==> config.mk <==
export PLATFORM = sky130hd
export DESIGN_NAME = rf_writeback_ctrl
export DESIGN_NICKNAME = d
export VERILOG_FILES = /design/src/rtl/rf_writeback_ctrl.sv
export SDC_FILE = /design/constraint.sdc
export NUM_CORES = 1
export LEC_CHECK = 0
export BUFFER_PORTS_ARGS = -buffer_cell sky130_fd_sc_hd__buf_2
export CORE_MARGIN = 8
export CORE_UTILIZATION = 52
export DETAILED_ROUTE_END_ITERATION = 8
export PLACE_DENSITY = 0.8
export SLEW_MARGIN = 30
export SYNTH_ARGS = -nofsm -noshare
export SYNTH_HDL_FRONTEND = slang
export SYNTH_SLANG_ARGS = --single-unit
==> constraint.sdc <==
create_clock -name Clock -period 3.6 [get_ports Clock]
set_input_delay 0.72 -clock Clock [delete_from_list [all_inputs] [get_ports Clock]]
set_output_delay 0.72 -clock Clock [all_outputs]
set_load 0.05 [all_outputs]
==> src/rtl/rf_writeback_ctrl.sv <==
// Writeback controller: buffers ALU/load results in a small FIFO, drains one per
// cycle to the register-file write port, and tracks pending writes for RAW/WAW stalls.
module rf_writeback_ctrl #(
  parameter int unsigned DW    = 16,
  parameter int unsigned DEPTH = 4
) (
  input  logic          Clock,
  input  logic          Reset,
  input  logic          AluValid,
  input  logic [3:0]    AluAddr,
  input  logic [DW-1:0] AluData,
  output logic          AluReady,
  input  logic          MemValid,
  input  logic [3:0]    MemAddr,
  input  logic [DW-1:0] MemData,
  output logic          MemReady,
  output logic [3:0]    WAddr,
  output logic [DW-1:0] WData,
  output logic          Wen,
  input  logic          IssueValid,
  input  logic [3:0]    IssueDest,
  input  logic          IssueUsesR1,
  input  logic          IssueUsesR2,
  input  logic [3:0]    RAddr1,
  input  logic [3:0]    RAddr2,
  output logic          Stall,
  output logic [15:0]   BusyVec
);

  localparam int unsigned PW = (DEPTH > 1) ? $clog2(DEPTH) : 1;
  localparam int unsigned CW = PW + 1;

  typedef struct packed {
    logic [3:0]    addr;
    logic [DW-1:0] data;
  } wb_entry_t;

  wb_entry_t     fifo_q [DEPTH];
  logic [PW-1:0] rd_ptr;
  logic [PW-1:0] wr_ptr;
  logic [CW-1:0] count;
  logic [1:0]    cnt [16];

  logic          ready;
  logic          mem_push;
  logic          alu_push;
  logic          pop;
  logic [CW-1:0] n_push;
  logic [PW-1:0] alu_slot;

  // Ready depends only on registered occupancy so a dual push always fits.
  assign ready    = (count <= CW'(DEPTH - 2));
  assign AluReady = ready;
  assign MemReady = ready;

  // Writes to r0 are accepted but dropped; Mem goes ahead of Alu on a dual push.
  assign mem_push = MemValid && ready && (MemAddr != 4'd0);
  assign alu_push = AluValid && ready && (AluAddr != 4'd0);
  assign pop      = (count != '0);
  assign n_push   = CW'(mem_push) + CW'(alu_push);
  assign alu_slot = wr_ptr + PW'(mem_push);

  always_ff @(posedge Clock) begin
    if (mem_push) fifo_q[wr_ptr]   <= '{addr: MemAddr, data: MemData};
    if (alu_push) fifo_q[alu_slot] <= '{addr: AluAddr, data: AluData};
  end

  always_ff @(posedge Clock or posedge Reset) begin
    if (Reset) begin
      rd_ptr <= '0;
      wr_ptr <= '0;
      count  <= '0;
      Wen    <= 1'b0;
      WAddr  <= '0;
      WData  <= '0;
    end else begin
      if (pop) begin
        Wen    <= 1'b1;
        WAddr  <= fifo_q[rd_ptr].addr;
        WData  <= fifo_q[rd_ptr].data;
        rd_ptr <= rd_ptr + PW'(1);
      end else begin
        Wen <= 1'b0;
      end
      wr_ptr <= wr_ptr + PW'(n_push);
      count  <= count + n_push - CW'(pop);
    end
  end

  logic        hz1;
  logic        hz2;
  logic        issue_inc;
  logic [15:0] inc_vec;
  logic [15:0] dec_vec;

  // A pending write retiring this cycle is covered by the register-file bypass.
  always_comb begin
    hz1 = IssueUsesR1 && (RAddr1 != 4'd0) && (cnt[RAddr1] != 2'd0) &&
          !(Wen && (WAddr == RAddr1) && (cnt[RAddr1] == 2'd1));
    hz2 = IssueUsesR2 && (RAddr2 != 4'd0) && (cnt[RAddr2] != 2'd0) &&
          !(Wen && (WAddr == RAddr2) && (cnt[RAddr2] == 2'd1));
    Stall = IssueValid &&
            (hz1 || hz2 || ((IssueDest != 4'd0) && (cnt[IssueDest] == 2'd3)));
    issue_inc = IssueValid && !Stall && (IssueDest != 4'd0);
  end

  always_comb begin
    inc_vec = '0;
    dec_vec = '0;
    BusyVec = '0;
    for (int r = 1; r < 16; r++) begin
      inc_vec[r] = issue_inc && (IssueDest == 4'(r));
      dec_vec[r] = Wen && (WAddr == 4'(r));
      BusyVec[r] = (cnt[r] != 2'd0);
    end
  end

  always_ff @(posedge Clock or posedge Reset) begin
    if (Reset) begin
      for (int r = 0; r < 16; r++) cnt[r] <= 2'd0;
    end else begin
      cnt[0] <= 2'd0;
      for (int r = 1; r < 16; r++) begin
        if (inc_vec[r] && !dec_vec[r])
          cnt[r] <= cnt[r] + 2'd1;
        else if (dec_vec[r] && !inc_vec[r] && (cnt[r] != 2'd0))
          cnt[r] <= cnt[r] - 2'd1;
      end
    end
  end

endmodule

==> reports/qor.csv <==
stage,metric,value,unit
worst_setup_path,cp_common_cell,buf_2,
logic_synthesis,yosysSeqAreaShare,0.484,
clock_network,cts_resized,0,
logic_synthesis,synth-seq-cells,138,
sta,hold_viol,0,
worst_setup_path,reg2regPathDepth,9,
sta,fin_skew,0.00752,ns
clock_network,hold_buffers,0,
clock_network,numCtsBuffers,17,
global_routing,grt_first_pass_wirelength,31700,um
clock_network,h-tree-depth,4,
floorplanning,rows,45,
floorplanning,start_util,0.528,
detailed_routing,drtIter0Drc,323,
worst_setup_path,cp_num_buf_inv,2,
power_and_ir_drop,p_total,0.00765,W
global_routing,grt_remaining_overflow,0,
final_layout,layout.nets,768,
sta,fin_crit_sh,0.938,
detailed_routing,viasPerCell,6.18,
worst_setup_path,crit_type,primary input to primary output,
logic_synthesis,synth.cell_area,7970,sq um
logic_synthesis,synthCells,601,
placement,io_buffers,97,
clock_network,cts_sinks,138,
worst_hold_path,hold_path_class,primary input to asynchronous set/reset pin,
floorplanning,die_h,140,um
outcome,status,finished clean,
power_and_ir_drop,switchingPower,0.00314,W
logic_synthesis,synth.distinct_cells,65,
worst_setup_path,critPathLaunchType,primary input,
floorplanning,die-area,19500,sq um
clock_network,clk_pin_slew,0.06,ns
logic_synthesis,yosysTopAreaCellShare,0.301,
sta,maxSlewViolCount,0,
global_routing,grt_max_degree,32,
sta,setup_viol,0,
detailed_routing,routed_wirelength,19900,um
sta,max_freq,0.296,GHz
placement,placed_cell_area,8710,sq um
clock_network,worstSkewPairLatency,0.42,ns
logic_synthesis,ys_warn_count,0,
worst_setup_path,crit_chain,buf_2 -> mux2_1 -> a221oi_2 -> a21oi_1 -> o311a_4 -> a2bb2oi_4 -> o21ai_0 -> and2_1 -> buf_2,
logic_synthesis,syn_avg_cell_area,13.3,sq um
detailed_routing,first_pass_iters,4,
clock_network,cts_tree,yes,
power_and_ir_drop,clkPwrFrac,0.212,
power_and_ir_drop,power.density,825,nW/um^2
logic_synthesis,async_flop_share,0.420,
power_and_ir_drop,ir_drop,0.000638,V
placement,dpl.hpwl,13800,um
logic_synthesis,synth-edff-count,80,
detailed_routing,antenna_left,0,
worst_setup_path,crit_required,2.88,ns
floorplanning,die_w,140,um
final_layout,synthToLayoutAreaGrowth,16.3,%
sta,setup-tns-final,0,ns
global_routing,grt_pass1_vias,5832,
power_and_ir_drop,p_leak,3.77,nW
clock_network,cts_root_buf,clkbuf_16,
power_and_ir_drop,p_comb_frac,0.434,
logic_synthesis,synth_area_leaders,"edfxtp_1, dfrtp_1, mux2_2, mux4_2, xnor2_1",
clock_network,post_cts_buffers,0,
sta,setup_slack,0.222,ns
worst_setup_path,critPathCaptureType,primary output,
detailed_routing,routedWlPerCell,22.0,um
worst_setup_path,crit_family,compound AO/OA/AOI/OAI gates,
worst_setup_path,crit_cells,9,
floorplanning,ios,99,
logic_synthesis,synth_largest_area_cell,edfxtp_1,
worst_setup_path,slowest_stage,mux2_1,
global_routing,grt_usage,0.208,
clock_network,cts.path.max_buffers,2,
job,cap_violations,0,
final_layout,utilization,0.614,
sta,max_slew_margin,0.562,
sta,worst_pin_slew,0.657,ns
final_layout,n_fill_cell,1162,
detailed_routing,vias,5591,
global_routing,antenna_found_initial,4,
worst_setup_path,slowest_delay,0.39,ns
placement,gp_congestion,0.848,
final_layout,final_area,9270,sq um
power_and_ir_drop,seq_power_share,0.354,
sta,rsz0062_at_grt,no,
power_and_ir_drop,netSwitchingFraction,0.410,
sta,fin_crit,3.38,ns
detailed_routing,drc,0,
worst_setup_path,crit_fanout,16,
final_layout,seq_area,3850,sq um
logic_synthesis,synth_nets,667,
power_and_ir_drop,p_int,0.00451,W
worst_setup_path,arrival,2.66,ns
placement,pre_cts_ws,0.228,ns
final_layout,drive_gt1_frac,0.443,
final_layout,multi_input_area,3910,sq um
logic_synthesis,synth_top_flop_cell,edfxtp_1,
floorplanning,core,15100,sq um
[cells in the mapped netlist (8+ instances only)]
library cell / number
xor2_1: 8
clkbuf_1: 15
nor2_1: 37
xnor2_1: 23
mux2i_1: 12
inv_1: 11
o21ba_1: 12
nand2_1: 16
nand3_1: 23
edfxtp_1: 80
mux2_2: 103
or2_2: 15
dfrtp_1: 58
a21boi_1: 8
nor3_1: 11
o22a_1: 15
a22oi_1: 13
mux4_2: 27
[area by class of cell]
cell class                      instances  area share
Antenna cell                            2    0.000540
Multi-Input combinational cell        418       0.421
Tap cell                              188      0.0254
Inverter                               12     0.00486
Timing Repair Buffer                  115      0.0723
Sequential cell                       138       0.416
Clock buffer                           19      0.0478
Clock inverter                         13      0.0119
[power by group through the flow]
stage                     clock network, W  logic [W]  registers (W)
after CTS                          0.00164    0.00336        0.00270
after global routing               0.00171    0.00353        0.00276
final                              0.00162    0.00332        0.00271
after floorplan                          0    0.00219        0.00293
after global placement                   0    0.00323        0.00269
after detailed placement                 0    0.00333        0.00273
[layer usage]
| layer | vias up | routed length (um) | track usage | share of wire |
|---|---|---|---|---|
| li1 | 2514 | - | - | - |
| met1 | 2793 | 7500 | 0.231 | 0.38 |
| met2 | 233 | 10200 | 0.361 | 0.51 |
| met3 | 47 | 1660 | 0.0650 | 0.083 |
| met4 | 4 | 592 | 0.0909 | 0.030 |
| met5 | - | 27 | 0 | 0.0014 |
[worst paths after layout]
path / from / to / slack, ns
setup / recovery: RAddr2[1] / Stall / 0.22
hold / removal: Reset / cnt[4] / 0.21
setup reg to reg: WAddr[3] / cnt[20] / 0.87
hold reg to reg: WData[9] / WData[9] / 0.51
max in group asynchronous: Reset / rd_ptr[1] / 2.69
min in group Clock: WData[9] / WData[9] / 0.51
[worst register-to-register path: stages, from the launching register on]
cell and delay, ns:
dfrtp_1 0.49, xor2_1 0.22, nor3_1 0.25, a31oi_1 0.15, o311a_4 0.38, a2bb2oi_4 0.14
buf_4 0.26, nand4_1 0.28, o21ba_1 0.27, a22oi_1 0.21
[kinds of logic after synthesis]
kind of cell    share of synthesized area
xor+xnor                           0.0341
other cells                      0.000471
mux                                 0.244
buf+inv                            0.0298
simple gates                       0.0975
compound gates                     0.0983
fa+ha+maj                          0.0119
flops                               0.484
[cell usage in the layout (no fill, tap or decap), types with 13 or more instances in the layout]
cell type,count
a22oi_1,13
buf_2,97
buf_4,14
clkbuf_16,17
dfrtp_1,57
edfxtp_1,80
mux2_2,103
mux4_2,27
nand2_1,16
nand3_1,23
nor2_1,37
o22a_1,15
or2_2,15
xnor2_1,23
[metrics by stage]
step                cells  hold WS [ns]
floorplan             601         0.478
global placement      871         0.483
detailed placement    871         0.491
CTS                   903         0.208
global route          905         0.227
finish                905         0.212
[sequential cells by signal, indices dropped and copies added (netlist names)]
signal  count
WAddr       4
WData      16
Wen         1
cnt        30
count       3
fifo_q     80
rd_ptr      2
wr_ptr      2
Note: power is estimated with default switching activity, not from simulation.
